==> config.mk <==
export PLATFORM = sky130hd
export DESIGN_NAME = mux8_rr_scheduler
export DESIGN_NICKNAME = d
export VERILOG_FILES = /design/src/rtl/mux8_rr_scheduler_pkg.sv /design/src/rtl/rr_pick8.sv /design/src/rtl/mux8_rr_scheduler.sv
export SDC_FILE = /design/constraint.sdc
export NUM_CORES = 1
export LEC_CHECK = 0
export BUFFER_PORTS_ARGS = -buffer_cell sky130_fd_sc_hd__buf_2
export CAP_MARGIN = 10
export CORE_ASPECT_RATIO = 1.1
export CORE_UTILIZATION = 30
export CTS_BUF_LIST = sky130_fd_sc_hd__clkbuf_16
export DETAILED_ROUTE_END_ITERATION = 10
export SKIP_CTS_REPAIR_TIMING = 1
export SLEW_MARGIN = 40
export SYNTH_ARGS = -nofsm -noshare
export SYNTH_HDL_FRONTEND = slang
export SYNTH_SLANG_ARGS = --single-unit
==> constraint.sdc <==
create_clock -name clk -period 6.35 [get_ports clk]
set_clock_uncertainty 0.05 [all_clocks]
set_input_delay 0.635 -clock clk [delete_from_list [all_inputs] [get_ports clk]]
set_output_delay 0.635 -clock clk [all_outputs]
set_load 0.01 [all_outputs]
==> src/rtl/mux8_rr_scheduler_pkg.sv <==
// Shared constants and helpers for the 8-source round-robin mux scheduler.
package mux8_rr_scheduler_pkg;

  localparam int N_SRC = 8;
  localparam int SEL_W = 3;

  localparam logic [0:0] ST_EMPTY = 1'b0;
  localparam logic [0:0] ST_FULL  = 1'b1;

  function automatic logic [N_SRC-1:0] onehot3to8(input logic [SEL_W-1:0] idx);
    logic [N_SRC-1:0] v;
    v      = '0;
    v[idx] = 1'b1;
    return v;
  endfunction

endpackage

==> src/rtl/rr_pick8.sv <==
// Combinational round-robin pick: rotate req so ptr lands at bit 0,
// priority-encode the lowest set bit, then add ptr back (mod 8).
module rr_pick8
  import mux8_rr_scheduler_pkg::*;
(
  input  logic [N_SRC-1:0] req,
  input  logic [SEL_W-1:0] ptr,
  output logic [SEL_W-1:0] winner,
  output logic             any
);

  logic [N_SRC-1:0] rot;
  logic [SEL_W-1:0] off;

  always_comb begin
    rot = '0;
    for (int i = 0; i < N_SRC; i++) begin
      rot[i] = req[SEL_W'(ptr + SEL_W'(i))];
    end
  end

  // Scan downward so the lowest rotated index wins.
  always_comb begin
    off = '0;
    for (int i = N_SRC - 1; i >= 0; i--) begin
      if (rot[i]) off = SEL_W'(i);
    end
  end

  assign winner = ptr + off;
  assign any    = |req;

endmodule

==> src/rtl/mux8_rr_scheduler.sv <==
// Round-robin scheduler sharing an external 8:1 mux among 8 sources,
// with a one-entry registered output stage and valid/ready handshake.
//
// state    | meaning
// ST_EMPTY | output register holds nothing; any request loads it
// ST_FULL  | output register holds an item; reload only when it is accepted
module mux8_rr_scheduler
  import mux8_rr_scheduler_pkg::*;
#(
  parameter int DATA_W  = 1,
  parameter int RST_PTR = 0
) (
  input  logic              clk,
  input  logic              rst,
  input  logic [7:0]        req,
  output logic [7:0]        gnt,
  output logic [2:0]        mux_s,
  input  logic [DATA_W-1:0] mux_o,
  output logic [DATA_W-1:0] o,
  output logic              o_valid,
  input  logic              o_ready,
  output logic [2:0]        o_idx,
  output logic              busy
);

  logic [0:0]       state;
  logic [SEL_W-1:0] ptr;
  logic [SEL_W-1:0] last_win;
  logic [SEL_W-1:0] winner;
  logic             any;
  logic             load;

  rr_pick8 u_pick (
    .req    (req),
    .ptr    (ptr),
    .winner (winner),
    .any    (any)
  );

  assign o_valid = (state == ST_FULL);
  assign busy    = o_valid;

  // rst gates load so gnt and mux_s show their reset values while rst is held.
  assign load  = !rst && (!o_valid || o_ready) && any;
  assign gnt   = load ? onehot3to8(winner) : '0;
  assign mux_s = load ? winner : last_win;

  always_ff @(posedge clk or posedge rst) begin
    if (rst) begin
      state    <= ST_EMPTY;
      o        <= '0;
      o_idx    <= '0;
      ptr      <= SEL_W'(RST_PTR);
      last_win <= '0;
    end else if (load) begin
      state    <= ST_FULL;
      o        <= mux_o;
      o_idx    <= winner;
      ptr      <= winner + 3'd1;
      last_win <= winner;
    end else if (o_valid && o_ready) begin
      state    <= ST_EMPTY;
    end
  end

endmodule

=== Yosys cells after proc, flatten, opt, wreduce, memory -nomap -nowiden ===
Cells that the tools add are included.

* Add/sub/neg operators: 9
* Order comparisons: 10
* Multiplexer cells: 30
* Reductions and logical operators: 9

{| class="wikitable"
|+ Operator list
! kind !! count
|-
| 3-bit by 4-bit < comparator with 1-bit output, second input constant || 9
|-
| 3-bit two-way mux || 9
|-
| 1-bit binary-select mux with 3-bit select || 8
|-
| 3-bit adder, second input constant || 4
|-
| 1-bit two-way mux || 11
|-
| 8-bit two-way mux || 1
|-
| 8-bit OR reduction || 1
|-
| 3-bit by 1-bit adder with 3-bit output, second input constant || 2
|-
| 3-bit by 2-bit adder with 3-bit output, second input constant || 2
|-
| 1-bit logical AND || 4
|-
| 3-bit adder || 1
|-
| 1-bit demux with 3-bit select || 1
|-
| 3-bit by 1-bit >= comparator with 1-bit output, second input constant || 1
|-
| 1-bit logical NOT || 2
|-
| 2-bit nonzero test || 1
|-
| 1-bit logical OR || 1
|}

* Register bits: 11
* Output and inout port bits: 17
* Logic and storage cells: 63

=== Depth between registers and ports, before layout ===
Gate-level depths: netlist of the first run.

* Word-level depth: 17
* Gate-level depth with buffers: 19

=== By module ===
A second synthesis of the first run with hierarchy kept.

* Cell total of the unflattened synthesis: 109
* Area total of the unflattened synthesis: 1171.1 um2

{| class="wikitable"
|+ Modules (own cells, without submodules)
! module !! times used !! cells an instance !! area an instance (um2) !! sequential area each (um2)
|-
| rr_pick8 || 1 || 66 || 623.1 || 0.0
|-
| mux8_rr_scheduler || 1 || 43 || 548.0 || 275.3
|}

=== Worst setup path after synthesis of the first run ===
Ideal clock, no wire load.

* Path type: flip-flop to output port
* Start point: register ptr[0]
* End point: output port gnt[0]
* Arrival: 3445 ps
* Required time: 5665 ps
* Slack: 2220 ps
* Cell stages (with the launch flop): 16
* Cells stage by stage: dfrtp_1 buf_2 inv_1 ha_1 buf_6 mux4_2 or2_4 nand4_1 o31ai_1 o21ai_0 a31oi_1 ha_1 inv_1 fa_1 xor2_4 nor4b_1

* Word-level cells in the longest chain between the ends: 17
* Elaborated cells between the ends (all ways): 38
* Those cells by class: add/sub (8); order compare (2); mux (27); reduce/logical (1)

{| class="wikitable"
|+ RTL lines
! element !! line !! text
|-
| start: declaration || mux8_rr_scheduler.sv:27 || <nowiki>logic [SEL_W-1:0] ptr;</nowiki>
|-
| start signal: assignment || mux8_rr_scheduler.sv:53 || <nowiki>ptr <= SEL_W'(RST_PTR);</nowiki>
|-
| start signal: assignment || mux8_rr_scheduler.sv:59 || <nowiki>ptr <= winner + 3'd1;</nowiki>
|-
| 3-bit adder || rr_pick8.sv:18 || <nowiki>rot[i] = req[SEL_W'(ptr + SEL_W'(i))];</nowiki>
|-
| 1-bit binary-select mux with 3-bit select || rr_pick8.sv:18 ||
|-
| 1-bit two-way mux (not written as such) || rr_pick8.sv:18 ||
|-
| 3-bit two-way mux (8 in a row) || rr_pick8.sv:26 || <nowiki>if (rot[i]) off = SEL_W'(i);</nowiki>
|-
| 3-bit adder (*) || rr_pick8.sv:30 || <nowiki>assign winner = ptr + off;</nowiki>
|-
| 3-bit by 4-bit < comparator with 1-bit output (not written as such) / 3-bit by 1-bit >= comparator with 1-bit output (equally long branches) || mux8_rr_scheduler_pkg.sv:13 || <nowiki>v[idx] = 1'b1;</nowiki>
|-
| 1-bit logical AND (not written as such) || mux8_rr_scheduler_pkg.sv:13 ||
|-
| 1-bit two-way mux (not written as such) || mux8_rr_scheduler_pkg.sv:13 ||
|-
| 1-bit demux with 3-bit select (*) || mux8_rr_scheduler_pkg.sv:13 ||
|-
| 8-bit two-way mux (*) || mux8_rr_scheduler.sv:45 || <nowiki>assign gnt = load ? onehot3to8(winner) : '0;</nowiki>
|-
| end: declaration || mux8_rr_scheduler.sv:16 || <nowiki>output logic [7:0] gnt,</nowiki>
|}

Mark *: on every way between the ends. The rest lies on a longest branch, timed or not. The select of a mux whose other input is x is not followed.

=== Worst setup path after layout of the first run ===
Ends and elaborated chain as after synthesis.

==> results.txt, run 1 <==
The flow ran to the end, and the final reports show no timing, DRC or antenna violations. The share of the clock period used by the worst path after layout is 0.8449. For this run, the total global-route usage over all layers was measured as 0.1372.

The combinational family with the most area after synthesis is multiplexers. Setup repair after global routing left no endpoint under its margin. The largest net degree at the start of global routing is 20. The async set-or-reset flop fraction in the synthesized netlist came out at 1.000. nand2_1 is the most common cell in the netlist. The worst-path maximum fanout is 19. The net count of the mapped netlist is about 160.

The most used flip-flop cell after synthesis is dfrtp_1. In this run, placement finished with an instance count of 214. The die span in y came out at about 74 um.

The share of synthesized area in the top cell type comes to 0.1930. The first detailed-routing pass took 4 iterations. The kind of end point of the critical path is an output pin. After synthesis, the mean cell area works out to 9.905 sq um. The number of inserted diodes is 0. The maximum buffer depth of the clock tree came out at 2.

The TritonCTS clock tree is yes. The number of cells in the finished layout apart from fillers came out at roughly 220. The region available for standard cell placement spans 4442 sq um. Port buffering added 28 buffers. By area the synthesized netlist is led by dfrtp_1 (19%), mux4_2 (17%), mux2i_1 (6.3%). The cell count after synthesis is ~140. Summed over all instances, the cell type with the most area after synthesis is dfrtp_1. The number of nets still failing antenna checks after routing came out at 0. After synthesis the netlist holds a flip-flop and latch count of 11. For the worst setup path, the data arrival time is roughly 4.7 ns. The count of different cell masters after synthesis came out at 48.

In the final routed layout, each cell accounts on average for 14.01 um. The die covers slightly above 5000 sq um. By startpoint and endpoint, the worst setup path is classified as flip-flop to output pin.

The share of the synthesized area in compound gates (AO/OA/AOI/OAI) came out at 0.1254. The setup TNS after final layout came out at 0 ns. The first-pass GRT wire length came out at around 5.3 mm. The post-DP HPWL is ~2.3 mm. The initial core utilization is 0.3211. The required time of the critical path is 5.66 ns. The H-tree depth reported by CTS came out at 1.

The number of pins exceeding their max-slew limit in the final report is 0. The critical path startpoint category is a flip-flop. The number of global-route vias before repair is ~1100. For the pin with the worst max-slew slack, the measured transition is slightly below 0.8 ns. The tightest hold path in the finished design has a slack of between 0.3 and 0.4 ns. The number of nets in the layout is between 150 and 200.

Based on the critical path, the design can be clocked at up to about 190 MHz. The relative max-transition margin came out at 0.4775. The minimum period implied by the final worst setup slack is 5.365 ns. 29 I/O pins were placed.

The DRC violation total after the first TritonRoute iteration came out at ~130. After floorplanning, the core was divided into 25 placement rows. The min-delay analysis places its worst path in the category primary input to async pin.

Dividing the detail-routed via count by the number of cells gives 5.491. Of the synthesized area, sequential elements account for 0.1930. The mux contribution to synthesized area came out at 0.3132. Clock-pin slew was measured on the worst setup and hold paths at about 0.040 ns. The weighted congestion reported at the end of routability-driven placement is approximately 0.8. The total wire length came out at between 3 and 4 mm. The commonest cells after synthesis are nand2_1 (21), dfrtp_1 (11), mux4_2 (11), mux2i_1 (9), nor2_1 (8). The layout overhead on the synthesized area is 15.44%.

Setup violations remaining at the end of the flow were counted as 0. The floorplan die width came out at 67.75 um. The simple-gate share of the synthesized area came out at 0.2061.

The number of hold violations in the final report is 0. The number of vias in the routed layout is between 1000 and 1500. The total number of yosys warnings came out at 0. Of the total synthesized cell area, the portion taken by full adders, half adders and majority gates is 0.04912. Counting every sink on the clock net gives 11. The fraction of layout cells with a size suffix above 1 is 0.3537. The residual DRC count is 0. The count of maximum capacitance violations is 0. The number of fill cells is 451. The initial antenna violation count is 0.

The xor/xnor share of the synthesized area came out at 0.05000. The global route total overflow came out at 0. The insertion delay of the later-clocked pin in the worst-skew pair is around 0.24 ns. The number of buffers added by the clock tree synthesis step is 3. In this run the cell area of the synthesized design comes to roughly 1400 sq um. The number of flops mapped to enable cells by yosys came out at 0. In this run the clock root is driven by a clkbuf_16.
[state kept, by name (all words and copies together), names as in the netlist]
register  cells
last_win      3
o_idx         3
ptr           3
busy          1
o             1
[final timing paths]
path	startpoint	endpoint	slack, ns	depth (start not counted)
worst max-delay path	ptr[0]	gnt[0]	0.99	14
worst min-delay path	rst	busy	0.34	2
worst max register to register	ptr[0]	ptr[2]	1.33	17
worst min register to register	last_win[0]	last_win[0]	0.42	2
max in group asynchronous	rst	ptr[2]	5.61	2
min in group clk	last_win[0]	last_win[0]	0.42	2
[cell type report]
cell class	count	area, sq um	share of cell area
well taps	54	67.56	0.04103
multi-input cells	115	1061	0.6444
repair buffers	28	140.1	0.08511
flip-flops and latches	11	275.3	0.1672
clock inverters	1	5.005	0.003040
clock buffers	3	75.07	0.04559
inverters	6	22.52	0.01368
[per-stage QoR]
step                      area (sq um)  worst slack [ns]  utilization
after floorplan                   1426             2.220            -
after global placement            1567             1.181       0.3527
after detailed placement          1567             1.173       0.3527
after CTS                         1647            0.9016       0.3707
after global routing              1647            0.5676       0.3707
final                             1647            0.9852       0.3707
[placed cells by master (no fill, tap or decap), drive strengths merged, types with 2 or more instances in the layout]
| cell type | count |
|---|---|
| a31oi | 3 |
| nor2 | 8 |
| inv | 6 |
| nand3 | 3 |
| nand2b | 5 |
| mux2i | 10 |
| ha | 4 |
| a21oi | 5 |
| clkbuf | 3 |
| dfrtp | 11 |
| nor3b | 2 |
| nor4b | 2 |
| xor2 | 3 |
| xnor2 | 3 |
| nand2 | 21 |
| nor4 | 4 |
| or2 | 2 |
| mux2 | 3 |
| o211ai | 2 |
| o21ai | 7 |
| nor3 | 3 |
| mux4 | 13 |
| buf | 28 |
[logic make-up (layout without fill, tap and decap cells)]
family / after synthesis / count (layout)
AO/OA/AOI/OAI: 24 / 24
XOR/XNOR: 6 / 6
adder cells (fa/ha/maj): 5 / 5
buffers and inverters: 18 / 38
flip-flops: 11 / 11
multiplexers: 26 / 26
AND/OR/NAND/NOR: 54 / 54
[critical path, stage by stage, from the launching register on]
cell,delay (ns)
dfrtp_1,0.84
inv_1,0.20
ha_1,0.74
mux4_2,0.57
or2_4,0.25
nand4_1,0.09
o31ai_1,0.07
o21ai_0,0.19
a31oi_1,0.13
ha_1,0.19
inv_1,0.06
fa_1,0.30
xor2_4,0.32
nor4b_1,0.28
buf_2,0.18
[per-layer routing]
metal	vias to the layer above	wire length (um)	global-route usage	part of all wire
met1	574	1442	0.1915	0.47
li1	584	-	-	-
met3	2	124	0.009202	0.041
met2	37	1466	0.2288	0.48
met4	0	21	0.03310	0.0069
met5	-	0	0	0
Power of run 1 is left out: the tool's default activity adds up to more than one toggle a clock period on the data nets, which glitch-free logic cannot reach.
==> inputs of run 2 (changes only) <==
==> constraint.sdc (replaced) <==
create_clock -name clk -period 5.03 [get_ports clk]
set_clock_uncertainty 0.05 [all_clocks]
set_input_delay 0.503 -clock clk [delete_from_list [all_inputs] [get_ports clk]]
set_output_delay 0.503 -clock clk [all_outputs]
set_load 0.01 [all_outputs]
==> results.txt, run 2 (synthesis results as in run 1) <==
The number of fill cells is 464. The number of primary I/O pins is 29. The global routing usage summed across all routing layers is 0.1428.

Leaving out fill and tap cells, the most frequent cells in the layout are buf_2 (28), nand2_1 (21), mux4_2 (11), dfrtp_1 (11), mux2i_1 (9). The final layout contains routed wiring with a total length of around 3.2 mm. The root buffer cell chosen for the clock tree is clkbuf_16. The final hold slack is between 0.2 and 0.25 ns. The worst reg-to-reg setup slack is ~0.57 ns.

The number of vias in the routed layout is around 1200. The count of maximum capacitance violations is 0. The share of the clock period used by the worst path after layout came out at 0.9190. The die span in y came out at about 74 um. Static timing analysis puts the maximum clock frequency at roughly 220 MHz. The via count normalized by instance count is 5.536. The number of inserted diodes is 0. The floorplan die width came out at between 60 and 70 um. The clock passes through at most 2 buffers.

The H-tree depth reported by CTS is 1. The first-pass GRT wire length is ~5.4 mm. The relative max-transition margin is 0.5952. The number of failing setup endpoints in the final timing report is 0.

The flow ran to the end, and the final reports show no timing, DRC or antenna violations. The DRC violation total after the first TritonRoute iteration is between 50 and 60. On the critical path, the stage with the largest delay is an instance of dfrtp_1. The worst flop-to-flop path endpoint is ptr[2]. In this run the worst hold path is classified as primary input to async pin. The footprint of the multi-input gates came out at approximately 1100 sq um. The required time of the critical path is 4.48 ns. The floorplan die area came out at 5035 sq um. The highest cell delay on the worst timing path came out at between 0.5 and 0.6 ns. At the later pin of the worst-skew pair, clock insertion delay measures between 0.2 and 0.25 ns.

The finished layout holds 220 standard cells, fillers aside. Entering global routing, the biggest net connects 19 pins. The global route total overflow came out at 0. TritonCTS built the clock tree. The number of pins exceeding their max-slew limit in the final report was 0. The critical path contains buffers and inverters numbering 3 combined. The number of hold violations in the final report was 0. The number of cells on the worst reg-to-reg path is 17.

Leaving out fill and tap cells, the most frequent cell in the layout is buf_2. The weighted congestion reported at the end of routability-driven placement came out at around 0.88. The critical path startpoint category is a flip-flop. The setup TNS after final layout is 0 ns.

For the pin with the worst max-slew slack, the measured transition is 0.6029 ns. The residual DRC count came out at 0. In the final layout, the registers with the most flip-flops are last_win (3), o_idx (3), ptr (3).

The average wire length per cell after detail routing came out at about 15 um. Relative to the synthesized area, the layout overhead comes to 16.40%. The number of global-route vias before repair is 1110. Clock-pin slew was measured on the worst setup and hold paths at 0.04 ns. Once detail routing completed, the nets flagged for antenna violations numbered 0. The initial core utilization came out at 0.3211. Walking the worst path, the cells encountered are inv_1, ha_1, mux4_2, or2_4, nand4_1, o31ai_1, o21ai_0, a31oi_1, ha_1, inv_1, fa_1, xor2_4, nor4b_1, buf_2. Subtracting the final worst setup slack from the clock period gives between 4 and 5 ns. The floorplan step defined a core boundary enclosing 4442 sq um. The first TritonRoute pass finished after 4 iterations. The row count came out at 25. The worst-path maximum fanout is 10. After the last flow step, the layout net total stands at 184. The number of buffers added by the clock tree synthesis step is 3. The class of the most critical setup path is flip-flop to output pin.

Registers take between 200 and 300 sq um. The number of port buffers is 28. Data arrives at the worst endpoint at 4.07 ns. Once placement completed, the tool counted placed cells totaling between 200 and 250.

The wire-length estimate of the detail-placed layout is around 2.4 mm. The initial antenna violation count was 0. The cell family contributing the most delay on the critical path is adder cells. The number of clock sinks seen by CTS came out at 11. Setup repair after global routing left no endpoint under its margin.

Of the cells placed in the final design, the portion with a size suffix greater than 1 is 0.3554. The kind of end point of the critical path is an output pin. In this run the critical register-to-register path is launched from ptr[1].
[run 2: how the worst max path moves through the flow]
stage	start	slack, ns	end	cells past startpoint
5_1_grt	ptr[1]	0.06	gnt[2]	14
6_report	ptr[1]	0.41	gnt[2]	14
2_1_floorplan	ptr[0]	1.03	gnt[0]	15
4_1_cts	ptr[1]	0.34	gnt[2]	14
3_5_place_dp	ptr[1]	0.56	ptr[2]	17
3_3_place_gp	ptr[1]	0.62	ptr[2]	17
[run 2: layout make-up]
| cell class | instances | area share |
|---|---|---|
| tap | 54 | 0.04069 |
| clock inverter | 1 | 0.002261 |
| sequential | 11 | 0.1658 |
| clock buffer | 3 | 0.04521 |
| multi-input combinational | 115 | 0.6390 |
| timing repair buffer | 30 | 0.09344 |
| inverter | 6 | 0.01356 |
[run 2: worst register-to-register path: stages, from the launching register on]
cell and delay, ns:
dfrtp_1 0.56, inv_1 0.17, ha_1 0.53, mux4_2 0.54, or2_4 0.26, nand4_1 0.10, o31ai_1 0.07, o21ai_0 0.17
a31oi_1 0.12, ha_1 0.19, inv_1 0.06, fa_1 0.51, inv_1 0.20, ha_1 0.18, xor2_1 0.07, or2_2 0.28
mux2i_1 0.16, xnor2_1 0.15
[run 2: stage by stage]
stage,utilization,area (sq um),worst slack [ns]
after floorplan,-,1426,1.032
after global placement,0.3561,1582,0.6203
after detailed placement,0.3561,1582,0.5575
after CTS,0.3738,1660,0.3389
after global routing,0.3738,1660,0.06426
final,0.3738,1660,0.4073
[run 2: per-layer routing]
layer / share of wire / track usage / wire [um] / up-vias
met4: 0.018 / 0.05674 / 58 / 0
li1: - / - / - / 579
met5: 0 / 0 / 0 / -
met1: 0.48 / 0.2084 / 1549 / 582
met3: 0.061 / 0.01380 / 199 / 5
met2: 0.44 / 0.2145 / 1441 / 52
Power of run 2 is left out for the same reason.
==> inputs of run 3 (changes only) <==
--- a/config.mk
+++ b/config.mk
@@ -8,8 +8,9 @@
 export BUFFER_PORTS_ARGS = -buffer_cell sky130_fd_sc_hd__buf_2
 export CAP_MARGIN = 10
 export CORE_ASPECT_RATIO = 1.1
+export CORE_MARGIN = 2
 export CORE_UTILIZATION = 30
-export CTS_BUF_LIST = sky130_fd_sc_hd__clkbuf_16
+export CTS_BUF_LIST = sky130_fd_sc_hd__clkbuf_4 sky130_fd_sc_hd__clkbuf_8 sky130_fd_sc_hd__clkbuf_16
 export DETAILED_ROUTE_END_ITERATION = 10
 export SKIP_CTS_REPAIR_TIMING = 1
 export SLEW_MARGIN = 40
==> constraint.sdc (replaced) <==
create_clock -name clk -period 5.92 [get_ports clk]
set_clock_uncertainty 0.05 [all_clocks]
set_input_delay 0.592 -clock clk [delete_from_list [all_inputs] [get_ports clk]]
set_output_delay 0.592 -clock clk [all_outputs]
set_load 0.01 [all_outputs]
==> results.txt, run 3 (synthesis results as in run 1) <==
The run finished with clean final reports. The library cell used most frequently in the layout, excluding fill and tap cells, is buf_2. The share of the clock period used by the worst path after layout is 0.8258. The relative max-transition margin is 0.5203.

Summed over all layers, the global routing overflow is 0. After legalization and detailed placement, the total HPWL measured roughly 2.4 mm. The number of vias in the routed layout came out at between 1000 and 1500.

The number of clock sinks seen by CTS is 11. Buffers placed on the I/O ports in this run total 28. The minimum period implied by the final worst setup slack is a little under 5 ns. The worst-margin pin slew came out at ~0.71 ns. After detailed routing, the total wire length is roughly 3.2 mm. The core region area is 4619 sq um.

The class of the most critical setup path is flip-flop to output pin. The critical path's slowest cell is dfrtp_1. The timing startpoint of the critical path is ptr[1]. The worst flop-to-flop path startpoint is ptr[1]. Fill cells in the final layout number between 500 and 600. The first detailed-routing pass ran for 4 iterations. In this run, CTS created clock tree buffers numbering 3. Summing all flip-flop and latch instances after layout gives approximately 280 sq um. The worst-path maximum fanout came out at 10.

The initial antenna violation count is 0. For this run, the share of the core covered by cells in the final layout is 0.3535. For this configuration, the core starts out at a cell density of 0.3088.

The first-pass GRT wire length is roughly 5.4 mm. The floorplan die width came out at ~70 um. The worst reg-to-reg setup slack came out at 1.31 ns. The number of inserted diodes is 0. In the routed design, unresolved DRC markers number 0. The clock-pin slew of the registers on the worst-case setup and hold paths came out at ~0.050 ns. The floorplan die area is 5323 sq um. For this run, the total global-route usage over all layers was measured as 0.1232.

The number of hold violations in the final report came out at 0. The number of nets still failing antenna checks after routing came out at 0. The number of pins exceeding their max-slew limit in the final report was 0. The fmax is ~200 MHz. The average wire length per cell after detail routing is between 10 and 15 um.

The count of maximum capacitance violations is 0. The number of failing setup endpoints in the final timing report came out at 0. The worst hold path belongs to the class primary input to async pin. The weighted congestion reported at the end of routability-driven placement is about 0.8. Setup repair after global routing left no endpoint under its margin. The critical path goes through inv_1, ha_1, mux4_2, or2_4, nand4_1, o31ai_1, o21ai_0, a31oi_1, ha_1, inv_1, fa_1, xor2_4, nor4b_1, buf_2. The layout overhead on the synthesized area came out at 14.47%. In this design, the stage delay of the slowest critical-path cell is 0.59 ns.

The footprint of the multi-input gates came out at around 1100 sq um. TritonCTS built the clock tree. The required time of the critical path came out at about 5.3 ns. In the final layout, the registers with the most flip-flops are last_win (3), o_idx (3), ptr (3). In this run the vertical extent of the chip is approximately 76 um. The master cell of the clock root buffer is clkbuf_8. The combined buffer and inverter count along the critical path is 3. The depth of the worst register-to-register path is 17. In the final layout, the share of cells above drive strength 1 is 0.3614.

The clock passes through at most 2 buffers. The kind of cell adding the most delay to the critical path is adder cells. The instance count on the critical path came out at 14. The DRC violation total after the first TritonRoute iteration came out at 26.

The critical path data arrival time is 4.25 ns. The library cells used most frequently in the layout, excluding fill and tap cells, are buf_2 (28), nand2_1 (21), mux4_2 (11), dfrtp_1 (11), mux2i_1 (9). Row generation in the floorplan step produced 26 rows. The number of global-route vias before repair came out at 1100.

The number of primary I/O pins came out at 29. The via count normalized by instance count came out at 5.342. The insertion delay of the later-clocked pin in the worst-skew pair is approximately 0.23 ns. The setup TNS after final layout is 0 ns. STA classifies the critical path endpoint as an output pin. The H-tree depth reported by CTS is 1. The largest net degree at the start of global routing came out at 20.

After the last flow step, the layout net total stands at roughly 180. STA classifies the critical path startpoint as a flip-flop.
[run 3: changes by cell type in the layout (fill, tap and decap cells not counted)]
cell / before / now
clkbuf_16: 3 / 0
clkbuf_8: 0 / 3
clkbuf_4: 0 / 1
inv_1: 7 / 6
[run 3: worst paths after layout]
path,to
max,gnt[0]
min in group clk,o
max reg2reg,ptr[2]
min,busy
min reg2reg,o
max in group asynchronous,ptr[2]
[run 3: through the flow]
step | hold WS (ns) | cell area [sq um] | worst slack [ns] | instances
after floorplan | 0.3944 | 1426 | 1.833 | 144
after global placement | 0.4056 | 1584 | 1.273 | 218
after detailed placement | 0.4098 | 1584 | 1.264 | 218
after CTS | 0.3185 | 1633 | 1.001 | 222
after global routing | 0.3486 | 1633 | 0.6411 | 222
final | 0.3080 | 1633 | 1.031 | 222
[run 3: per-layer routing]
layer  global-route usage  part of all wire  vias to the layer above
li1                     -                 -                      580
met1               0.1579              0.45                      573
met2               0.2173              0.51                       31
met3              0.02381             0.034                        2
met4              0.02308            0.0072                        0
met5                    0                 0                        -
[run 3: cell type report]
| class | count | share of cell area |
|---|---|---|
| flip-flops and latches | 11 | 0.1686 |
| well taps | 56 | 0.04291 |
| inverters | 6 | 0.01379 |
| repair buffers | 30 | 0.09502 |
| clock buffers | 4 | 0.02988 |
| multi-input cells | 115 | 0.6498 |
Power of run 3 is left out for the same reason.
